[src/rtl/pc_pkg.sv]
// Shared definitions for the PC fetch unit: FSM state encoding, default
// width/reset constants and a small alignment helper.
package pc_pkg;

  // Default datapath width and reset address.
  localparam int         PC_WIDTH_DEFAULT = 8;
  localparam logic [7:0] PC_RESET_DEFAULT = 8'h00;

  // Fetch FSM state encoding.
  typedef logic [1:0] fsm_state_t;
  localparam fsm_state_t ST_IDLE  = 2'd0;
  localparam fsm_state_t ST_FETCH = 2'd1;
  localparam fsm_state_t ST_STALL = 2'd2;

  // A word-aligned address has its two low bits clear.
  function automatic logic is_misaligned(input logic [1:0] lsbs);
    return (lsbs != 2'b00);
  endfunction

endpackage

[src/rtl/pc_next_sel.sv]
// Next-PC priority selector:
// live jump > live branch > pending redirect > sequential pc_plus4.
module pc_next_sel
  import pc_pkg::*;
#(
  parameter int WIDTH = PC_WIDTH_DEFAULT
) (
  input  logic             jump,
  input  logic [WIDTH-1:0] jump_target,
  input  logic             branch_taken,
  input  logic [WIDTH-1:0] branch_target,
  input  logic             pend_valid,
  input  logic [WIDTH-1:0] pend_target,
  input  logic [WIDTH-1:0] pc_plus4,
  output logic [WIDTH-1:0] next_pc
);

  // Pick the highest-priority source of the next fetch address.
  always_comb begin
    next_pc = pc_plus4;
    if (jump) begin
      next_pc = jump_target;
    end else if (branch_taken) begin
      next_pc = branch_target;
    end else if (pend_valid) begin
      next_pc = pend_target;
    end else begin
      next_pc = pc_plus4;
    end
  end

endmodule

[src/rtl/pc_fetch_unit.sv]
// PC fetch unit: IDLE/FETCH/STALL FSM, PC register, pending-redirect
// capture and the pc_valid pulse. All outputs come straight from flops.
// Optional feature: define PC_ALIGN_CHECK_EN to force redirect targets to
// word alignment and raise a sticky align_fault on a misaligned target.
module pc_fetch_unit
  import pc_pkg::*;
#(
  parameter int               WIDTH    = PC_WIDTH_DEFAULT,
  parameter logic [WIDTH-1:0] RESET_PC = PC_RESET_DEFAULT
) (
  input  logic             clk,
  input  logic             rst_n,
  input  logic [WIDTH-1:0] pc_plus4,
  input  logic             branch_taken,
  input  logic [WIDTH-1:0] branch_target,
  input  logic             jump,
  input  logic [WIDTH-1:0] jump_target,
  input  logic             stall,
  input  logic             imem_ready,
  output logic             imem_req,
  output logic [WIDTH-1:0] pc,
  output logic             pc_valid,
  output logic             align_fault
);

  fsm_state_t       state_q, state_d;
  logic [WIDTH-1:0] pc_q, pc_d;
  logic             imem_req_q, imem_req_d;
  logic             pc_valid_q, pc_valid_d;
  logic             pend_valid_q, pend_valid_d;
  logic [WIDTH-1:0] pend_target_q, pend_target_d;

  logic             accept;
  logic             load;
  logic [WIDTH-1:0] sel_pc;
  logic [WIDTH-1:0] load_pc;

  pc_next_sel #(
    .WIDTH(WIDTH)
  ) u_next_sel (
    .jump         (jump),
    .jump_target  (jump_target),
    .branch_taken (branch_taken),
    .branch_target(branch_target),
    .pend_valid   (pend_valid_q),
    .pend_target  (pend_target_q),
    .pc_plus4     (pc_plus4),
    .next_pc      (sel_pc)
  );

  // A fetch is accepted when a request meets a ready memory; it only
  // advances the PC when the pipeline is not stalled.
  always_comb begin
    accept = imem_req_q & imem_ready;
    load   = accept & ~stall;
  end

`ifdef PC_ALIGN_CHECK_EN
  logic redirect_sel;
  logic misaligned;
  logic align_fault_q, align_fault_d;

  // Word-align redirect targets and flag any that arrive misaligned.
  always_comb begin
    redirect_sel = jump | branch_taken | pend_valid_q;
    misaligned   = redirect_sel & is_misaligned(sel_pc[1:0]);
    if (redirect_sel) begin
      load_pc = {sel_pc[WIDTH-1:2], 2'b00};
    end else begin
      load_pc = sel_pc;
    end
    if (load && misaligned) begin
      align_fault_d = 1'b1;
    end else begin
      align_fault_d = align_fault_q;
    end
  end

  // Sticky fault flag, cleared only by reset.
  always_ff @(posedge clk or negedge rst_n) begin
    if (!rst_n) begin
      align_fault_q <= 1'b0;
    end else begin
      align_fault_q <= align_fault_d;
    end
  end

  assign align_fault = align_fault_q;
`else
  // Targets load exactly as presented when alignment checking is off.
  always_comb begin
    load_pc = sel_pc;
  end

  assign align_fault = 1'b0;
`endif

  // Next-state, PC, pending-redirect and output-flop computation.
  always_comb begin
    state_d       = state_q;
    pc_d          = pc_q;
    pend_valid_d  = pend_valid_q;
    pend_target_d = pend_target_q;

    case (state_q)
      ST_IDLE: begin
        state_d = ST_FETCH;
      end
      ST_FETCH: begin
        if (accept && stall) begin
          state_d = ST_STALL;
        end else begin
          state_d = ST_FETCH;
        end
      end
      ST_STALL: begin
        if (!stall) begin
          state_d = ST_FETCH;
        end else begin
          state_d = ST_STALL;
        end
      end
      default: begin
        state_d = ST_IDLE;
      end
    endcase

    if (load) begin
      pc_d = load_pc;
    end else begin
      pc_d = pc_q;
    end

    // The pending redirect is consumed by a non-stalled accept; otherwise
    // the newest redirect overwrites it, jump taking precedence.
    if (load) begin
      pend_valid_d  = 1'b0;
      pend_target_d = pend_target_q;
    end else if (jump) begin
      pend_valid_d  = 1'b1;
      pend_target_d = jump_target;
    end else if (branch_taken) begin
      pend_valid_d  = 1'b1;
      pend_target_d = branch_target;
    end else begin
      pend_valid_d  = pend_valid_q;
      pend_target_d = pend_target_q;
    end

    imem_req_d = (state_d == ST_FETCH);
    pc_valid_d = (pc_d != pc_q);
  end

  // State and datapath registers with asynchronous reset.
  always_ff @(posedge clk or negedge rst_n) begin
    if (!rst_n) begin
      state_q       <= ST_IDLE;
      pc_q          <= RESET_PC;
      imem_req_q    <= 1'b0;
      pc_valid_q    <= 1'b0;
      pend_valid_q  <= 1'b0;
      pend_target_q <= '0;
    end else begin
      state_q       <= state_d;
      pc_q          <= pc_d;
      imem_req_q    <= imem_req_d;
      pc_valid_q    <= pc_valid_d;
      pend_valid_q  <= pend_valid_d;
      pend_target_q <= pend_target_d;
    end
  end

  assign pc       = pc_q;
  assign imem_req = imem_req_q;
  assign pc_valid = pc_valid_q;

endmodule

[config.mk]
export PLATFORM = sky130hd
export DESIGN_NAME = pc_fetch_unit
export DESIGN_NICKNAME = d
export VERILOG_FILES = /design/src/rtl/pc_pkg.sv /design/src/rtl/pc_next_sel.sv /design/src/rtl/pc_fetch_unit.sv
export SDC_FILE = /design/constraint.sdc
export NUM_CORES = 1
export LEC_CHECK = 0
export ABC_AREA = 0
export CORE_MARGIN = 2
export CORE_UTILIZATION = 45
export DETAILED_ROUTE_END_ITERATION = 8
export PLACE_DENSITY = 0.78
export SLEW_MARGIN = 15
export SYNTH_ARGS = -nofsm -noshare
export SYNTH_HDL_FRONTEND = slang
export SYNTH_SLANG_ARGS = --single-unit
[constraint.sdc]
create_clock -name clk -period 1.8 [get_ports clk]
set_input_delay 0.27 -clock clk [delete_from_list [all_inputs] [get_ports clk]]
set_output_delay 0.27 -clock clk [all_outputs]
set_load 0.02 [all_outputs]
After elaboration in Yosys (flattened, before gate mapping):

Cells that the tools add are included.
Widths: inputs -> output; s select.

* equal/unequal tests: 4
* mux-type cells: 12
* bitwise logic cells: 4
* reduce and logical (&&, ||, !) cells: 5

Operators by type and width (number)
* $mux 8: 6
* $ne 8x8->1: 1
* $pmux 2 s3: 1
* $eq 2x1->1 const B: 2
* $mux 2: 2
* $mux 1: 3
* $reduce_bool 3->1: 1
* $and 1x1->1: 2
* $eq 2x2->1 const B: 1
* $logic_not 2->1: 1
* $not 1->1: 2
* $reduce_and 2->1: 1
* $reduce_bool 2->1: 1
* $logic_and 1x1->1: 1

* bits in registers: 21
* bits of input ports: 30
* output and inout bits: 11
* logic and storage cells: 31

Logic depth before layout (Yosys ltp):

Gate-level depths: netlist (run 1).

* word-level depth: 5
* mapped depth: 6
* mapped depth without buffers: 5

Modules after synthesis:

A second synthesis (run 1) with hierarchy kept.

* cell total of the unflattened synthesis: 105
* area, all modules: 1311.3 um2

By module, submodules not included
* pc_fetch_unit: times used 1, cells each 70, area an instance 1022.2 um2, sequential area each 525.5 um2
* pc_next_sel: times used 1, cells each 35, area an instance 289.0 um2, sequential area each 0.0 um2

Worst setup path after synthesis (run 1):

OpenSTA, ideal clock, no wires.

* path kind: register -> register
* from: reg pend_valid_q
* to: reg pc_valid_q, in the netlist pc_valid
* library setup time: 0.143 ns
* arrival time: 1.384 ns
* required time: 1.657 ns
* path slack: 0.273 ns
* stages on the path, launching flop included: 7
* buffers on the path: 1
* cell sequence: dfrtp_1 buf_4 mux2i_1 mux2_2 xnor2_1 nor4_1 a41oi_1

* word-level cells in the longest chain between the ends: 5

RTL lines
* start, declared: RTL line pc_fetch_unit.sv:30 `logic pend_valid_q, pend_valid_d;`
* start signal, assigned: RTL line pc_fetch_unit.sv:168 `pend_valid_q <= pend_valid_d;`
* $mux 8: RTL line pc_next_sel.sv:25 `end else if (pend_valid) begin`
* $mux 8: RTL line pc_next_sel.sv:23 `end else if (branch_taken) begin`
* $mux 8: RTL line pc_next_sel.sv:21 `if (jump) begin`
* $mux 8: RTL line pc_fetch_unit.sv:128 `if (load) begin`
* $ne 8x8->1: RTL line pc_fetch_unit.sv:151 `pc_valid_d = (pc_d != pc_q);`
* via pc_valid_d: RTL line pc_fetch_unit.sv:29 `logic pc_valid_q, pc_valid_d;`
* end signal, assigned: RTL line pc_fetch_unit.sv:167 `pc_valid_q <= pc_valid_d;`
* end, declared: RTL line pc_fetch_unit.sv:29

The timed path passes the listed nets, and every way through them passes these cells.
A chain may end at the register's enable or synchronous reset.

Worst setup path after layout (run 1):

* from: in branch_taken
* to: reg pc_valid_q, in the netlist pc_valid

* word-level cells in the longest chain between the ends: 4

RTL lines
* start, declared: RTL line pc_fetch_unit.sv:14 `input logic branch_taken,`
* $mux 8: RTL line pc_next_sel.sv:23
* $mux 8: RTL line pc_next_sel.sv:21
* $mux 8: RTL line pc_fetch_unit.sv:128
* $ne 8x8->1: RTL line pc_fetch_unit.sv:151
* via pc_valid_d: RTL line pc_fetch_unit.sv:29

The timed path passes the listed nets, and every way through them passes these cells.

==> results.yml, run 1 <==
status:
  status: "finished, final reports clean"
timing:
  period_share_pct: 94.9
  finalHoldViolations: 0
  fmax_mhz: 586
  fin_skew_ps: 4.05
  fin_ws_ps: 92.5
  min_period_ps: 1710
  worst_hold_slack_ps: 281
  rsz0062_at_grt: "no"
  setup_viol: 0
  final-max-slew-violation-count: 0
worst_setup_path:
  crit_path_end_kind: "flip-flop"
  critPathLaunchType: "input port"
  cp_max_fo: 4
  arrival_ps: 1890
  required_ps: 1990
  crit_type: "input port to flip-flop"
layout:
  antenna_cells: 0
  multi_input_area_um2: 653
  syn2layout_area_growth_pct: 44.2
  final_util_pct: 69.4
  layout_commonest_cell: "clkdlybuf4s50_1"
  layoutNonFillerInstCount: 202
  fin_area_um2: 1750
  fillers: 194
  layout_common_cells: "clkdlybuf4s50_1, dfrtp_1, o21ai_0"
  seqCellArea_um2: 527
  drive_gt1_share_pct: 18.0
  nets: 203
synthesis:
  syn_inst: 123
  yosysTopAreaCellShare_pct: 43.3
  ys.warnings.count: 0
  ys_seq_elements: 21
  syn-cell-area_um2: 1210
  yosys-top-cells-area: "dfrtp_1, mux2i_1, mux2_2"
  synth_edf_count: 0
  synth-main-ff-cell: "dfrtp_1"
  synth_fp_nets: 153
  yosysSeqAreaShare_pct: 43.3
  yosysTopAreaCell: "dfrtp_1"
  ys_types: 29
  async_flop_share_pct: 100
  syn_avg_cell_area_um2: 9.88
route:
  vias: 1039
  drt_drc_violations_left: 0
  drt_iter0_markers: 16
  antenna_left: 0
  post_drt_wl_per_cell_um: 14.2
  firstDrtPassIters: 4
  wl_um: 2880
  post_drt_via_cell_ratio: 5.14
power:
  p_leak_uw: 0.000775
  power.density_nw_per_um2: 1000
  power_frac_comb_pct: 44.1
  p_clk_share_pct: 13.3
  switching_power_uw: 647
  internal_power_uw: 1110
  swShare_pct: 36.8
  peakVddDrop_uv: 792
  p_seq_share_pct: 42.6
hold_path:
  hold_path_class: "input port to asynchronous set/reset pin"
floorplan:
  core_um2: 2520
  dieArea_um2: 3130
  dieWidth_um: 56.0
  io_pins: 41
  initial_utilization_pct: 48.2
  core.rowCount: 18
  fp.dieH_um: 56.0
placed_design:
  dpl.hpwl_um: 2180
  place_congestion: 0.815
  post-place-cells: 198
  dp_slack_ps: -359
  io_buffers: 39
  post_dp_cell_area_um2: 1710
cts:
  clock_path_buffers: 2
  clk_latency_ps: 310
  root_buffer: "clkbuf_4"
  cts_tree: "yes"
  cts_setup_buffers: 0
  clkSinkCount: 21
  cts_buffers: 3
  path_clk_slew_ps: 120
  cts_max_level: 1
global_route:
  grt_pass1_wl_um: 4730
  grt_overflow: 0
  grt_max_degree: 22
  grt_pass1_vias: 1025
  grt_antenna_before_repair: 0
  grt_usage_pct: 19.3
job:
  cap_violations: 0
[critical path: stages]
cell             delay, ps
clkdlybuf4s50_1        440
nor2_2                 220
mux2_2                 380
xnor2_1                120
nor4_1                 300
a41oi_1                150
[per-layer routing]
| layer | GRT usage, % | routed length (um) | vias up | share of wire [%] |
|---|---|---|---|---|
| met5 | 0 | 0 | - | 0 |
| met4 | 7.82 | 38 | 0 | 1.3 |
| met3 | 3.02 | 128 | 4 | 4.5 |
| met2 | 31.6 | 1390 | 29 | 48 |
| met1 | 25.6 | 1320 | 480 | 46 |
| li1 | - | - | 526 | - |
[repair_timing]
action                     CTS  global route
setup endpoints to repair    1             1
pin swaps                    0             1
resized for setup            2             4
hold buffers                 0             0
[cell usage after synthesis (all sizes together) (2+ instances only)]
master	count
buf	5
dfrtp	21
xnor2	3
a21oi	11
clkbuf	2
mux2	8
mux2i	13
nor2	12
xor2	9
nand2	9
and3	2
o21ai	12
a22oi	2
[path summary, 6_finish.rpt]
kind | slack, ps | startpoint | depth (start not counted) | endpoint
min reg2reg | 510 | state_q[0]$_DFF_PN0_ | 1 | imem_req$_DFF_PN0_
max reg2reg | 130 | pend_valid_q$_DFFE_PN0P_ | 5 | pc_valid$_DFF_PN0_
max in group asynchronous | 1290 | rst_n | 2 | pend_valid_q$_DFFE_PN0P_
min in group clk | 510 | state_q[0]$_DFF_PN0_ | 1 | imem_req$_DFF_PN0_
max | 90 | branch_taken | 6 | pc_valid$_DFF_PN0_
min | 280 | rst_n | 2 | pend_target_q[1]$_DFFE_PN0P_
[final cells by class]
class,instances,share of cell area [%]
clock buffers,3,1.29
clock inverters,1,0.286
multi-input cells,95,37.3
flip-flops and latches,21,30.1
well taps,30,2.14
repair buffers,52,28.9
[state kept, by name, summed over array words and instances (netlist names)]
signal / count
pc: 8
pend_target_q: 8
state_q: 2
imem_req: 1
pc_valid: 1
pend_valid_q: 1
[power by group through the flow]
stage | Combinational [uW] | Clock [uW] | Sequential, uW
2_1_floorplan | 350 | 0 | 820
3_3_place_gp | 759 | 0 | 745
3_5_place_dp | 768 | 0 | 756
4_1_cts | 773 | 241 | 748
5_1_grt | 840 | 257 | 774
6_report | 775 | 233 | 749
[logic make-up after synthesis]
logic type / synth area share [%]
flip-flops: 43.3
other: 0.309
AND/OR/NAND/NOR: 11.8
buffers and inverters: 3.81
AO/OA/AOI/OAI: 14.0
multiplexers: 18.1
XOR/XNOR: 8.65
[metrics by stage]
step                      TNS [ps]  power (uW)
after global routing             0        1870
after floorplan                  0        1170
after CTS                        0        1760
after detailed placement     -1200        1520
final                            0        1760
after global placement        -827        1500
Power figures use the tool's default switching activity.
==> inputs of run 2 (changes only) <==
Settings changed: SLEW_MARGIN 15 to not set.
==> results of run 2 <==
The final DEF is identical to that of run 1; final timing and power are the same.
==> RTL change, RTL diff (flow settings as in run 1) <==
Build with the macro `PC_ALIGN_CHECK_EN` defined.
--- a/src/rtl/pc_fetch_unit.sv
+++ b/src/rtl/pc_fetch_unit.sv
@@ -3,4 +3,6 @@
 // Optional feature: define PC_ALIGN_CHECK_EN to force redirect targets to
 // word alignment and raise a sticky align_fault on a misaligned target.
+`define PC_ALIGN_CHECK_EN
+
 module pc_fetch_unit
   import pc_pkg::*;
Behaviour: not the same (a bounded check fails within 4 cycles, from zero or initial values and one cycle with rst_n low).
==> RTL change against run 1 <==
  * Wire length rose by 10%
  * Area after synthesis grew 5.8%
  * Cell area rose by 5.5%
  * Power grew 7.5%
  * Critical endpoint is now pc[6]
  * Clock power is 69% higher
  * Setup slack got worse by 0.036 ns
  * Sequential cell count up 1
  * Highest routed layer unchanged
  * Largest cell class unchanged
==> RTL change: results (changes against run 1) <==
stage;metric;value;unit;change
outcome;status;finished, final reports clean;;unchanged
setup_path;crit_start;pc[6];;was branch_taken
yosys;netlist_top_cells_count;dfrtp_1, nor2_1, mux2i_1;;was dfrtp_1, mux2i_1, nor2_1, o21ai_0, a21oi_1
placement;placed_area;1790;µm²;was 1710 µm²
layout;signal_buffers;55;;was 52
layout;multi_input_area_share;36.8;%;was 37.3%
yosys;syn_area_per_cell;10.4;µm²;was 9.88 µm²
global_routing;use_met2;36.0;%;was 31.6%
timing;whs;0.280;ns;was 0.281 ns
power_and_ir_drop;netSwitchingPower;643;µW;was 647 µW
detailed_routing;post_drt_wl_per_cell;15.3;µm;was 14.2 µm
global_routing;grtUsageMet1;26.9;%;was 25.6%
setup_path;r2r_slack;0.07;ns;was 0.13 ns
detailed_routing;drt_wl_total;3160;µm;was 2880 µm
setup_path;crit_family;buffers and inverters;;was simple AND/OR/NAND/NOR gates
setup_path;worstPathMaxFanout;5;;was 4
power_and_ir_drop;switching_share;34.0;%;was 36.8%
clock_tree;clk_latency;0.33;ns;was 0.31 ns
layout;multi_input_area;679;µm²;was 653 µm²
placement;dp_slack;-0.278;ns;was -0.359 ns
layout;clkCellAreaFrac;2.84;%;was 1.57%
timing;post-route-min-period;1.74;ns;was 1.71 ns
global_routing;grtUsageMet3;3.17;%;was 3.02%
timing;setup_tns;0;ns;unchanged
yosys;yosys-top-cells-area;dfrtp_1, mux2i_1, nor2_1;;was dfrtp_1, mux2i_1, mux2_2
layout;fin_nets;207;;was 203
power_and_ir_drop;p_comb;751;µW;was 775 µW
yosys;synthAdderAreaFrac;0;%;unchanged
detailed_routing;wl_met3;168;µm;was 128 µm
global_routing;grt_max_degree;23;;was 22
detailed_routing;wl_met1;1390;µm;was 1320 µm
layout;bufAreaShareNonClock;28.4;%;was 28.9%
yosys;yosys.cell_types.count;36;;was 29
clock_tree;path_clk_slew;0.14;ns;was 0.12 ns
power_and_ir_drop;peakVddDrop;0.862;mV;was 0.792 mV
yosys;ys_seq_elements;22;;was 21
yosys;synth-xor-area-share;7.50;%;was 8.65%
placement;numPortBuffers;40;;was 39
layout;drive_gt1_share;16.5;%;was 18.0%
setup_path;cp.arrival;1.47;ns;was 1.89 ns
yosys;synth_compound_gate_area_share;17.0;%;was 14.0%
yosys;synth_mux_area_share;15.1;%;was 18.1%
timing;skew;0.0116;ns;was 0.00405 ns
global_routing;track_usage;21.0;%;was 19.3%
global_routing;grt_pass1_wl;5260;µm;was 4730 µm
placement;dpl.hpwl;2430;µm;was 2180 µm
placement;numPlacedInstances;203;;was 198
yosys;syn-num-nets;154;;was 153
detailed_routing;drt-initial-drc-count;21;;was 16
setup_path;endpoint;pc[6];;was pc_valid
floorplan;dieArea;3300;µm²;was 3130 µm²
placement;place.gp.congestion;0.792;;was 0.815
clock_tree;cts_root_buf;clkbuf_4;;unchanged
layout;fill_cells;210;;was 194
detailed_routing;via_per_inst;5.46;;was 5.14
layout;ff_latch_area;552;µm²;was 527 µm²
[RTL change: changes by cell type in the layout (fill, tap and decap cells not counted), sizes merged, moves of 3 or more]
cell | before | now
nor2 | 12 | 16
xor2 | 9 | 6
mux2 | 8 | 5
o21ai | 12 | 9
[RTL change: what timing repair did]
action | CTS | global route
setup endpoints to repair | 1 | 0
endpoints found under the hold margin | 0 | 0
buffers inserted | 0 | 0
resized for setup | 1 | 0
[RTL change: kinds of logic (layout without fill, tap and decap cells)]
family,count (synthesis),after routing
flip-flops,22,22
multiplexers,18,18
XOR/XNOR,11,11
buffers and inverters,7,59
AO/OA/AOI/OAI,33,33
AND/OR/NAND/NOR,33,33
[RTL change: worst register-to-register path, cell delays in order, from the launching register on]
cell	delay (ns)
dfrtp_2	0.52
mux2i_1	0.15
mux2_1	0.35
xnor2_1	0.16
nor4_2	0.28
a41oi_2	0.14
